<file path="config.mk">
export PLATFORM = sky130hd
export DESIGN_NAME = vga_timing_gen_flat
export DESIGN_NICKNAME = d
export VERILOG_FILES = /design/src/rtl/vga_timing_gen_pkg.sv /design/src/rtl/vga_timing_gen_if.sv /design/src/rtl/vga_timing_gen_axis.sv /design/src/rtl/vga_timing_gen.sv /design/src/flat_wrapper.sv
export SDC_FILE = /design/constraint.sdc
export NUM_CORES = 1
export LEC_CHECK = 0
export BUFFER_PORTS_ARGS = -buffer_cell sky130_fd_sc_hd__buf_2
export CAP_MARGIN = 20
export CORE_ASPECT_RATIO = 0.8
export CORE_MARGIN = 5
export CORE_UTILIZATION = 55
export DETAILED_ROUTE_END_ITERATION = 16
export GPL_TIMING_DRIVEN = 1
export PLACE_DENSITY = 0.79
export SLEW_MARGIN = 15
export SYNTH_ARGS = -nofsm -noshare
export SYNTH_HDL_FRONTEND = slang
export SYNTH_SLANG_ARGS = --single-unit
</file>
<file path="constraint.sdc">
create_clock -name clk -period 2.3 [get_ports clk]
set_input_delay 0.345 -clock clk [delete_from_list [all_inputs] [get_ports clk]]
set_output_delay 0.345 -clock clk [all_outputs]
set_load 0.005 [all_outputs]
</file>
<file path="src/rtl/vga_timing_gen_pkg.sv">
// Shared timing constants, position type and small helpers for the
// 640x480@60Hz raster generator and its per-axis counters.
package vga_timing_pkg;

    // Both axes fit in 10 bits (800 columns, 525 lines).
    localparam int POS_W = 10;
    typedef logic [POS_W-1:0] pos_t;

    // Total period of one axis: visible area plus porches and sync.
    function automatic int axis_total(input int display, input int front,
                                      input int sync, input int back);
        return display + front + sync + back;
    endfunction

    // First position inside the sync pulse.
    function automatic int sync_start(input int display, input int front);
        return display + front;
    endfunction

    // Last position inside the sync pulse (inclusive).
    function automatic int sync_end(input int display, input int front,
                                    input int sync);
        return display + front + sync - 1;
    endfunction

    // Drive level of a sync pin given whether the position is inside the pulse.
    function automatic logic sync_level(input logic in_window, input logic active_low);
        return active_low ? ~in_window : in_window;
    endfunction

    // Default 640x480 @ 60 Hz timing (25 MHz pixel clock).
    localparam int H_DISPLAY       = 640;
    localparam int H_FRONT         = 16;
    localparam int H_SYNC          = 96;
    localparam int H_BACK          = 48;
    localparam int V_DISPLAY       = 480;
    localparam int V_FRONT         = 10;
    localparam int V_SYNC          = 2;
    localparam int V_BACK          = 33;
    localparam int SYNC_ACTIVE_LOW = 1;

    // Derived periods and sync windows for the default mode.
    localparam int H_TOTAL  = axis_total(H_DISPLAY, H_FRONT, H_SYNC, H_BACK);
    localparam int V_TOTAL  = axis_total(V_DISPLAY, V_FRONT, V_SYNC, V_BACK);
    localparam int HS_START = sync_start(H_DISPLAY, H_FRONT);
    localparam int HS_END   = sync_end(H_DISPLAY, H_FRONT, H_SYNC);
    localparam int VS_START = sync_start(V_DISPLAY, V_FRONT);
    localparam int VS_END   = sync_end(V_DISPLAY, V_FRONT, V_SYNC);

endpackage

</file>
<file path="src/rtl/vga_timing_gen_if.sv">
// Raster timing bundle handed from the timing generator to the
// framebuffer fetch / colour output logic. The generator drives every
// signal (master); consumers only observe (slave). There is no
// handshake: the bundle is a free-running, always-valid broadcast that
// changes once per pixel clock, and consumers never back-pressure it.
interface vga_timing_gen_if;

    logic                  hsync;
    logic                  vsync;
    logic                  display_on;
    vga_timing_pkg::pos_t  hpos;
    vga_timing_pkg::pos_t  vpos;
    logic                  line_end;
    logic                  frame_end;

    modport master (
        output hsync, vsync, display_on, hpos, vpos, line_end, frame_end
    );

    modport slave (
        input  hsync, vsync, display_on, hpos, vpos, line_end, frame_end
    );

endinterface

</file>
<file path="src/rtl/vga_timing_gen_axis.sv">
// One raster axis: a wrap counter over DISPLAY+FRONT+SYNC+BACK positions
// with a registered sync output. The visible-area and terminal-count
// decodes are offered from the next-state count so the parent can
// register them in step with the counter.
module vga_axis_counter
    import vga_timing_pkg::*;
#(
    parameter int DISPLAY    = 640,
    parameter int FRONT      = 16,
    parameter int SYNC       = 96,
    parameter int BACK       = 48,
    parameter int ACTIVE_LOW = 1
) (
    input  logic clk,
    input  logic reset,          // asynchronous, active low
    input  logic en_i,           // advance the count on this clock edge
    output pos_t pos_o,          // current position
    output logic sync_o,         // registered sync level for pos_o
    output logic active_next_o,  // next position lies in the visible area
    output logic tc_next_o       // next position is the last of the period
);

    localparam pos_t LAST    = pos_t'(axis_total(DISPLAY, FRONT, SYNC, BACK) - 1);
    localparam pos_t S_START = pos_t'(sync_start(DISPLAY, FRONT));
    localparam pos_t S_END   = pos_t'(sync_end(DISPLAY, FRONT, SYNC));
    localparam pos_t DISP    = pos_t'(DISPLAY);
    localparam logic ACT_LOW = (ACTIVE_LOW != 0);

    pos_t cnt_q;
    pos_t cnt_d;
    logic sync_q;
    logic sync_d;

    // Next position (wrapping at LAST) and the sync level that goes with it.
    always_comb begin
        cnt_d = cnt_q;
        if (en_i) begin
            if (cnt_q == LAST) begin
                cnt_d = '0;
            end else begin
                cnt_d = cnt_q + pos_t'(1);
            end
        end
        sync_d = sync_level((cnt_d >= S_START) && (cnt_d <= S_END), ACT_LOW);
    end

    // Counter and sync register; reset parks at position 0 with sync idle.
    always_ff @(posedge clk or negedge reset) begin
        if (!reset) begin
            cnt_q  <= '0;
            sync_q <= sync_level(1'b0, ACT_LOW);
        end else begin
            cnt_q  <= cnt_d;
            sync_q <= sync_d;
        end
    end

    assign pos_o         = cnt_q;
    assign sync_o        = sync_q;
    assign active_next_o = (cnt_d < DISP);
    assign tc_next_o     = (cnt_d == LAST);

endmodule

</file>
<file path="src/rtl/vga_timing_gen.sv">
// Free-running VGA raster timing generator. A horizontal axis counter runs
// every pixel clock; the vertical axis advances on the clock that ends a
// line. Every output is a flop loaded from next-state decodes, so sync,
// display_on and the end pulses always describe the hpos/vpos shown in
// the same cycle.
module vga_timing_gen #(
    parameter int H_DISPLAY       = vga_timing_pkg::H_DISPLAY,
    parameter int H_FRONT         = vga_timing_pkg::H_FRONT,
    parameter int H_SYNC          = vga_timing_pkg::H_SYNC,
    parameter int H_BACK          = vga_timing_pkg::H_BACK,
    parameter int V_DISPLAY       = vga_timing_pkg::V_DISPLAY,
    parameter int V_FRONT         = vga_timing_pkg::V_FRONT,
    parameter int V_SYNC          = vga_timing_pkg::V_SYNC,
    parameter int V_BACK          = vga_timing_pkg::V_BACK,
    parameter int SYNC_ACTIVE_LOW = vga_timing_pkg::SYNC_ACTIVE_LOW
) (
    input  logic              clk,
    input  logic              reset,   // asynchronous, active low
    vga_timing_gen_if.master  vga
);
    import vga_timing_pkg::*;

    pos_t h_pos;
    pos_t v_pos;
    logic h_sync;
    logic v_sync;
    logic h_active_next;
    logic v_active_next;
    logic h_tc_next;
    logic v_tc_next;

    logic line_end_q;
    logic line_end_d;
    logic frame_end_q;
    logic frame_end_d;
    logic display_on_q;
    logic display_on_d;

    vga_axis_counter #(
        .DISPLAY    (H_DISPLAY),
        .FRONT      (H_FRONT),
        .SYNC       (H_SYNC),
        .BACK       (H_BACK),
        .ACTIVE_LOW (SYNC_ACTIVE_LOW)
    ) u_h_axis (
        .clk           (clk),
        .reset         (reset),
        .en_i          (1'b1),
        .pos_o         (h_pos),
        .sync_o        (h_sync),
        .active_next_o (h_active_next),
        .tc_next_o     (h_tc_next)
    );

    // line_end_q is high exactly while hpos sits at its last column, which
    // is the cycle whose closing edge wraps hpos and steps vpos.
    vga_axis_counter #(
        .DISPLAY    (V_DISPLAY),
        .FRONT      (V_FRONT),
        .SYNC       (V_SYNC),
        .BACK       (V_BACK),
        .ACTIVE_LOW (SYNC_ACTIVE_LOW)
    ) u_v_axis (
        .clk           (clk),
        .reset         (reset),
        .en_i          (line_end_q),
        .pos_o         (v_pos),
        .sync_o        (v_sync),
        .active_next_o (v_active_next),
        .tc_next_o     (v_tc_next)
    );

    // Combine the per-axis next-state decodes into the frame-level flags.
    always_comb begin
        line_end_d   = h_tc_next;
        frame_end_d  = h_tc_next && v_tc_next;
        display_on_d = h_active_next && v_active_next;
    end

    // Frame-level flags; reset values match position (0,0).
    always_ff @(posedge clk or negedge reset) begin
        if (!reset) begin
            line_end_q   <= 1'b0;
            frame_end_q  <= 1'b0;
            display_on_q <= 1'b1;
        end else begin
            line_end_q   <= line_end_d;
            frame_end_q  <= frame_end_d;
            display_on_q <= display_on_d;
        end
    end

    assign vga.hsync      = h_sync;
    assign vga.vsync      = v_sync;
    assign vga.display_on = display_on_q;
    assign vga.hpos       = h_pos;
    assign vga.vpos       = v_pos;
    assign vga.line_end   = line_end_q;
    assign vga.frame_end  = frame_end_q;

endmodule

</file>
<file path="src/flat_wrapper.sv">
// flat-port wrapper written by rule: the top's interface ports become plain ports
module vga_timing_gen_flat import vga_timing_pkg::*;
#(
    parameter int H_DISPLAY       = vga_timing_pkg::H_DISPLAY,
    parameter int H_FRONT         = vga_timing_pkg::H_FRONT,
    parameter int H_SYNC          = vga_timing_pkg::H_SYNC,
    parameter int H_BACK          = vga_timing_pkg::H_BACK,
    parameter int V_DISPLAY       = vga_timing_pkg::V_DISPLAY,
    parameter int V_FRONT         = vga_timing_pkg::V_FRONT,
    parameter int V_SYNC          = vga_timing_pkg::V_SYNC,
    parameter int V_BACK          = vga_timing_pkg::V_BACK,
    parameter int SYNC_ACTIVE_LOW = vga_timing_pkg::SYNC_ACTIVE_LOW
)
  (clk, reset, vga_hsync, vga_vsync, vga_display_on, vga_hpos, vga_vpos, vga_line_end, vga_frame_end);
  vga_timing_gen_if vga_i ();
  input  logic clk;
  input  logic reset;
  output wire logic [$bits(vga_i.hsync)-1:0] vga_hsync;
  output wire logic [$bits(vga_i.vsync)-1:0] vga_vsync;
  output wire logic [$bits(vga_i.display_on)-1:0] vga_display_on;
  output wire logic [$bits(vga_i.hpos)-1:0] vga_hpos;
  output wire logic [$bits(vga_i.vpos)-1:0] vga_vpos;
  output wire logic [$bits(vga_i.line_end)-1:0] vga_line_end;
  output wire logic [$bits(vga_i.frame_end)-1:0] vga_frame_end;
  assign vga_hsync = vga_i.hsync;
  assign vga_vsync = vga_i.vsync;
  assign vga_display_on = vga_i.display_on;
  assign vga_hpos = vga_i.hpos;
  assign vga_vpos = vga_i.vpos;
  assign vga_line_end = vga_i.line_end;
  assign vga_frame_end = vga_i.frame_end;
  vga_timing_gen #(.H_DISPLAY(H_DISPLAY), .H_FRONT(H_FRONT), .H_SYNC(H_SYNC), .H_BACK(H_BACK), .V_DISPLAY(V_DISPLAY), .V_FRONT(V_FRONT), .V_SYNC(V_SYNC), .V_BACK(V_BACK), .SYNC_ACTIVE_LOW(SYNC_ACTIVE_LOW)) u_core (.clk(clk), .reset(reset), .vga(vga_i));
endmodule
</file>
==> key figures, run 1 <==
Run status
  – Status: finished with violations
  – Failing checks: negative hold slack

Power
  – Sw Share: 0.2158
  – Max VDD drop: 0.0004459 V
  – Clock Power Share: 0.308
  – PwrDens: 380.0 nW/um^2
  – Seq pwr share: 0.678
  – Pint: 0.5085 mW
  – Static leakage: 0.8076 nW
  – Comb power frac: 0.014
  – Sw power: 0.1400 mW

Timing
  – Hold Fails Final Rpt: 12
  – Sum of negative setup slack: 0 ns
  – Max Slew Vio Count: 0
  – Final Critical Period: 2.055 ns
  – Final count of negative-setup-slack endpoints: 0
  – Fmax: 486.6 MHz
  – RSZ-0062 raised after global routing: no
  – Layout Skew: 0.01630 ns
  – Slew headroom: 0.6310
  – Worst hold slack: -0.02035 ns
  – Final Cycle Share: 0.8935
  – Slew @ Worst Pin: 0.5535 ns
  – Fin worst setup slack: 0.2450 ns

Routing
  – Routed wire length: 3.505 mm
  – Pre-antenna DRT Iters: 4
  – ANT nets after route: 0
  – 1st-iter DRT viols: 77
  – Vias per cell: 5.956
  – DRC: 0
  – Vias: 1358
  – WL/cell: 15.37 microns

Clocking
  – CTS Sinks: 25
  – Clock slew at reported path FFs: 0.14 ns
  – Maximum clock insertion buffer count: 2
  – Post-CTS setup buffers: 0
  – H-Tree Depth: 1
  – Hold buffers post-CTS: 0
  – Later-pin clock latency in the skew report: 0.33 ns
  – CTS tree: done
  – Root Driver: clkbuf_4
  – CTS resizes: 0
  – Inserted Clock Buffers: 3

Setup path
  – R2R setup slack: 0.24 ns
  – Worst Setup Path Type: flip-flop to flip-flop
  – Critical Path AT: 2.32 ns
  – Worst EP required: 2.56 ns
  – Critical Path Start Type: flip-flop
  – Largest fanout on the critical path: 9
  – CP Capture Type: flip-flop

Synth
  – Mapped Cells: 165
  – Mapped Avg Cell Area: 9.191 sq um
  – Mapped Area: 1516 sq um
  – Syn. warnings: 0
  – Yosys top cell area share: 0.3630
  – Synth unique cells: 47
  – Post-synthesis register bit count: 25
  – Seq/Total Area, Yosys: 0.4150
  – Post-synth top flop: dfrtp_1
  – Post-synth EDFFs: 0
  – Syn Nets: 171
  – Synth area leader: dfrtp_1
  – Synth top area cells: dfrtp_1 (36%), dfstp_2 (5.2%), xnor2_1 (5.2%)
  – Fraction of registers with async set/reset: 1.000

Global route
  – Vias in the first global route: 1211
  – Antenna violations before repair: 0
  – First-pass GRT wire length: 5.775 mm
  – Total global routing overflow: 0
  – Gr usage total: 0.1939
  – Largest net degree at the start of global routing: 26

Die
  – Die area: 3914 sq um
  – Die width: 68.71 microns
  – Initial Util: 0.5614
  – I/O pins: 27
  – Die Y: 56.97 microns
  – Core region area: 2701 sq um
  – Row cnt: 17

Finish
  – Area Overhead vs Synth: 12.54%
  – # nets final: 197
  – # diodes: 0
  – Fin util: 0.6318
  – Share of cells above drive strength 1: 0.2368
  – Filler cells: 245

Placed design
  – Pre-CTS WS: 0.2629 ns
  – RePlAce Congestion: 0.8785
  – Detailed placer's ending HPWL: 2.638 mm
  – IO buf count: 26

Hold path
  – Hold Path Class: input port to async pin

Job
  – Max cap viols: 0
-- cells in the final DEF, fill, tap and decap left out, types with 3 or more instances in the layout --
| cell type | count |
|---|---|
| nand3_1 | 8 |
| o21ai_0 | 9 |
| nand2_1 | 18 |
| and3_1 | 5 |
| dfrtp_1 | 22 |
| ha_1 | 4 |
| inv_1 | 10 |
| buf_2 | 26 |
| dfstp_2 | 3 |
| o22ai_1 | 3 |
| a21oi_1 | 4 |
| nor2b_1 | 3 |
| xnor2_1 | 9 |
| nor2_1 | 14 |
| o31ai_1 | 3 |
| nor3_1 | 3 |
| nand4_1 | 6 |
| clkbuf_4 | 3 |
| xor2_1 | 3 |
-- final timing paths --
kind / start / depth (start not counted) / end
min in group clk: u_core.u_h_axis.pos_o[0] / 1 / u_core.u_h_axis.pos_o[0]
hold / removal: reset / 1 / u_core.u_h_axis.pos_o[6]
setup reg to reg: u_core.u_v_axis.pos_o[0] / 6 / u_core.u_v_axis.sync_o
setup / recovery: u_core.u_v_axis.pos_o[0] / 6 / u_core.u_v_axis.sync_o
max in group asynchronous: reset / 1 / u_core.u_v_axis.pos_o[6]
hold reg to reg: u_core.u_h_axis.pos_o[0] / 1 / u_core.u_h_axis.pos_o[0]
-- per-stage QoR --
stage | std cells | area (sq um) | power, mW | hold slack [ns]
after floorplan | 165 | 1516 | 0.4480 | 0.04941
after global placement | 224 | 1675 | 0.4574 | 0.3642
after detailed placement | 224 | 1675 | 0.4574 | 0.3650
after CTS | 228 | 1702 | 0.6484 | 0.006899
after global routing | 228 | 1707 | 0.6756 | 0.02319
final | 228 | 1707 | 0.6484 | -0.02035
-- per-layer routing --
layer / part of all wire / GRT usage / vias up
li1: - / - / 639
met1: 0.47 / 0.2994 / 643
met2: 0.43 / 0.2748 / 68
met3: 0.089 / 0.04921 / 8
met4: 0.012 / 0.03889 / 0
met5: 0 / 0 / -
-- worst max-delay path: stages (launching register included) --
cell,delay (ns)
dfrtp_1,0.50
ha_1,0.33
nand4_1,0.27
nor3_2,0.30
nor2_1,0.10
nor4_2,0.35
nand4b_1,0.14
-- power by group through the flow --
stage,combinational (mW),clock (mW),sequential [mW]
after CTS,0.00946,0.199,0.440
after floorplan,0.000000359,0,0.448
after global placement,0.00943,0,0.448
after detailed placement,0.00948,0,0.448
final,0.00879,0.200,0.440
after global routing,0.0110,0.225,0.440
-- cells in the mapped netlist, types with 2 or more instances --
cell type and instances:
o21a_1 2, buf_2 3, inv_1 10, o31ai_1 3, ha_1 4, xor2_1 3, nand4b_1 2, clkbuf_1 2
nor3_1 4, xnor2_1 9, o22ai_1 3, a21oi_1 4, nand3_1 8, nor3_4 2, nor2_1 14, nor4_2 2
o21ai_0 9, dfrtp_1 22, dfstp_2 3, and3_1 5, nand2_1 18, nor2b_1 3, nand4_1 6
-- flip-flops by register name, indices dropped and copies added (netlist names) --
signal                  cells
u_core.u_h_axis.pos_o      10
u_core.u_h_axis.sync_o      1
u_core.u_v_axis.pos_o      10
u_core.u_v_axis.sync_o      1
u_core.vga.display_on       1
u_core.vga.frame_end        1
u_core.vga.line_end         1
-- layout make-up --
| type | count | area (sq um) | area share |
|---|---|---|---|
| clock buffers | 4 | 26.28 | 0.01540 |
| inverters | 10 | 37.54 | 0.02199 |
| multi-input cells | 124 | 828.3 | 0.4853 |
| flip-flops and latches | 25 | 629.4 | 0.3688 |
| well taps | 38 | 47.55 | 0.02786 |
| repair buffers | 27 | 137.6 | 0.08065 |
-- kinds of logic after synthesis --
logic type / synth area share
AO/OA/AOI/OAI: 0.1444
XOR/XNOR: 0.06931
adder cells (fa/ha/maj): 0.03300
buffers and inverters: 0.04208
flip-flops: 0.4150
multiplexers: 0.01403
AND/OR/NAND/NOR: 0.2822
(Power assumes the default switching activity.)
==> run 2: changes to the inputs <==
--- a/config.mk
+++ b/config.mk
@@ -7,7 +7,7 @@
 export LEC_CHECK = 0
 export BUFFER_PORTS_ARGS = -buffer_cell sky130_fd_sc_hd__buf_2
 export CAP_MARGIN = 20
-export CORE_ASPECT_RATIO = 0.8
+export CORE_ASPECT_RATIO = 1.1
 export CORE_MARGIN = 5
 export CORE_UTILIZATION = 55
 export DETAILED_ROUTE_END_ITERATION = 16
==> constraint.sdc (replaced) <==
create_clock -name clk -period 2.3 [get_ports clk]
set_input_delay 0.345 -clock clk [delete_from_list [all_inputs] [get_ports clk]]
set_output_delay 0.345 -clock clk [all_outputs]
set_load 0.02 [all_outputs]
==> key figures, run 2 (synthesis results as in run 1) <==
Placed design
  – Detailed placer's ending HPWL: 2.641 mm (+0.11%)
  – IO buf count: 26 (unchanged)
  – Placed cell area: 1662 sq um (-0.82%)
  – RePlAce Congestion: 0.8554 (-2.6%)

Power
  – Max VDD drop: 0.0003503 V (-21%)
  – Final Total Pwr: 0.6558 mW (+1.1%)
  – PwrDens: 386.0 nW/um^2 (+1.6%)
  – Static leakage: 0.8089 nW (+0.16%)

Setup path
  – Worst path cell trace: ha_1, and4_4, mux2_2, o31ai_1, o2111ai_1, nor4_2
  – Largest fanout on the critical path: 6 (-3)
  – Largest stage delay, worst path: 0.46 ns (-0.04 ns)
  – Critical Path AT: 2.28 ns (-0.04 ns)
  – Critical Path Start Type: flip-flop
  – CP delay by family, top: simple AND/OR/NAND/NOR gates
  – Worst EP required: 2.53 ns (-0.03 ns)
  – CP Capture Type: flip-flop
  – Worst Setup Path Type: flip-flop to flip-flop
  – Buf/Inv on CP: 0 (unchanged)
  – Slowest stage cell, crit path: dfrtp_1

Timing
  – Final count of negative-setup-slack endpoints: 0 (unchanged)
  – Layout Skew: 0.01374 ns (-0.002568 ns)
  – Final Cycle Share: 0.8928 (about the same)
  – Final Critical Period: 2.053 ns (-0.001531 ns)
  – Sum of negative setup slack: 0 ns (unchanged)
  – Fmax: 487.0 MHz (about the same)
  – Slew headroom: 0.6267 (-0.004270)
  – Max Slew Vio Count: 0 (unchanged)
  – Slew @ Worst Pin: 0.5599 ns (+0.006405 ns)
  – Hold Fails Final Rpt: 0 (-12)
  – RSZ-0062 raised after global routing: no

Clocking
  – Inserted Clock Buffers: 3 (unchanged)
  – Later-pin clock latency in the skew report: 0.34 ns (about the same)
  – CTS Sinks: 25 (unchanged)
  – Post-CTS setup buffers: 0 (unchanged)
  – Root Driver: clkbuf_4
  – CTS tree: done
  – Maximum clock insertion buffer count: 2 (unchanged)
  – H-Tree Depth: 1 (unchanged)
  – Clock slew at reported path FFs: 0.15 ns (about the same)

Finish
  – Share of cells above drive strength 1: 0.2316 (-0.005263)
  – Most common library cell in the layout ignoring fill and taps: buf_2
  – Area Overhead vs Synth: 12.05%
  – # nets final: 197 (unchanged)
  – Combined area of the multi-input logic cells: 823.3 sq um (-0.60%)
  – Reg area: 629.4 sq um (unchanged)
  – Filler cells: 240 (-2.0%)
  – # diodes: 0 (unchanged)
  – Most frequent cells in the layout: buf_2 (26), dfrtp_1 (22), nand2_1 (18)
  – Cell area after layout: 1699 sq um (-0.44%)

Global route
  – Antenna violations before repair: 0 (unchanged)
  – First-pass GRT wire length: 6.161 mm (+6.7%)
  – Largest net degree at the start of global routing: 26 (unchanged)
  – Gr usage total: 0.2096 (+0.01568)
  – Vias in the first global route: 1375 (+14%)
  – Total global routing overflow: 0 (unchanged)

Die
  – I/O pins: 27 (unchanged)
  – Die width: 60.07 microns (-13%)
  – Initial Util: 0.5611 (about the same)
  – Die Y: 65.07 microns (+14%)
  – Core region area: 2703 sq um (about the same)
  – Row cnt: 20 (+3)
  – Die area: 3908 sq um (-0.14%)

Routing
  – Routed wire length: 3.538 mm (+0.94%)
  – ANT nets after route: 0 (unchanged)
  – 1st-iter DRT viols: 81 (+5.2%)
  – Vias per cell: 5.937 (-0.32%)
  – WL/cell: 15.87 microns (+3.2%)
  – Vias: 1324 (-2.5%)
  – DRC: 0 (unchanged)
  – Pre-antenna DRT Iters: 4 (unchanged)

Hold path
  – Hold Path Class: input port to async pin

Job
  – Max cap viols: 0 (unchanged)

Run status
  – Status: finished, final reports clean
==> run 2: changes by cell type in the layout (fill, tap and decap cells not counted), sizes merged <==
cell	previous run	this run
dlygate4sd3	0	1
clkinv	0	1
buf	27	26
clkbuf	4	3
==> run 2: layout make-up <==
| class | count | area share |
|---|---|---|
| Sequential cell | 25 | 0.3704 |
| Clock inverter | 1 | 0.002946 |
| Tap cell | 33 | 0.02430 |
| Inverter | 10 | 0.02209 |
| Multi-Input combinational cell | 124 | 0.4845 |
| Timing Repair Buffer | 27 | 0.08247 |
| Clock buffer | 3 | 0.01325 |
==> run 2: through the flow <==
| stage | cells | worst slack (ns) | utilization | hold slack (ns) |
|---|---|---|---|---|
| 5_1_grt | 223 | 0.02619 | 0.6287 | 0.5590 |
| 3_5_place_dp | 218 | 0.2721 | 0.6148 | 0.3657 |
| 4_1_cts | 223 | 0.2365 | 0.6287 | 0.5207 |
| 3_3_place_gp | 218 | 0.3623 | 0.6148 | 0.3554 |
| 2_1_floorplan | 165 | 0.3971 | - | 0.04941 |
| 6_report | 223 | 0.2465 | 0.6287 | 0.5080 |
==> run 2: where the power goes <==
part | switching, mW | internal, mW
Clock | 0.140 | 0.0655
Sequential | 0 | 0.440
Combinational | 0.00841 | 0.00170
==> run 2: worst paths after layout <==
check,start,end,slack (ns),cells after the start
setup / recovery,u_core.u_h_axis.pos_o[0],u_core.vga.frame_end,0.25,6
hold / removal,reset,u_core.u_h_axis.pos_o[4],0.51,2
setup reg to reg,u_core.u_h_axis.pos_o[0],u_core.vga.frame_end,0.25,6
hold reg to reg,u_core.u_h_axis.pos_o[0],u_core.u_h_axis.pos_o[0],0.56,1
max in group asynchronous,reset,u_core.u_v_axis.pos_o[0],1.41,2
min in group clk,u_core.u_h_axis.pos_o[0],u_core.u_h_axis.pos_o[0],0.56,1
==> run 2: what timing repair did <==
item,4_1_cts,5_1_grt
hold buffers,1,0
hold endpoints to repair,22,0
resized for setup,0,0
setup endpoints to repair,0,0
==> run 2: layer usage <==
metal  routed length (microns)  GRT usage  vias up  part of all wire
met5                         0          0        -                 0
li1                          -          -      638                 -
met4                       121     0.1191        0             0.034
met1                      1481     0.2478      635              0.42
met2                      1779     0.3500       38              0.50
met3                       155    0.03386       13             0.044
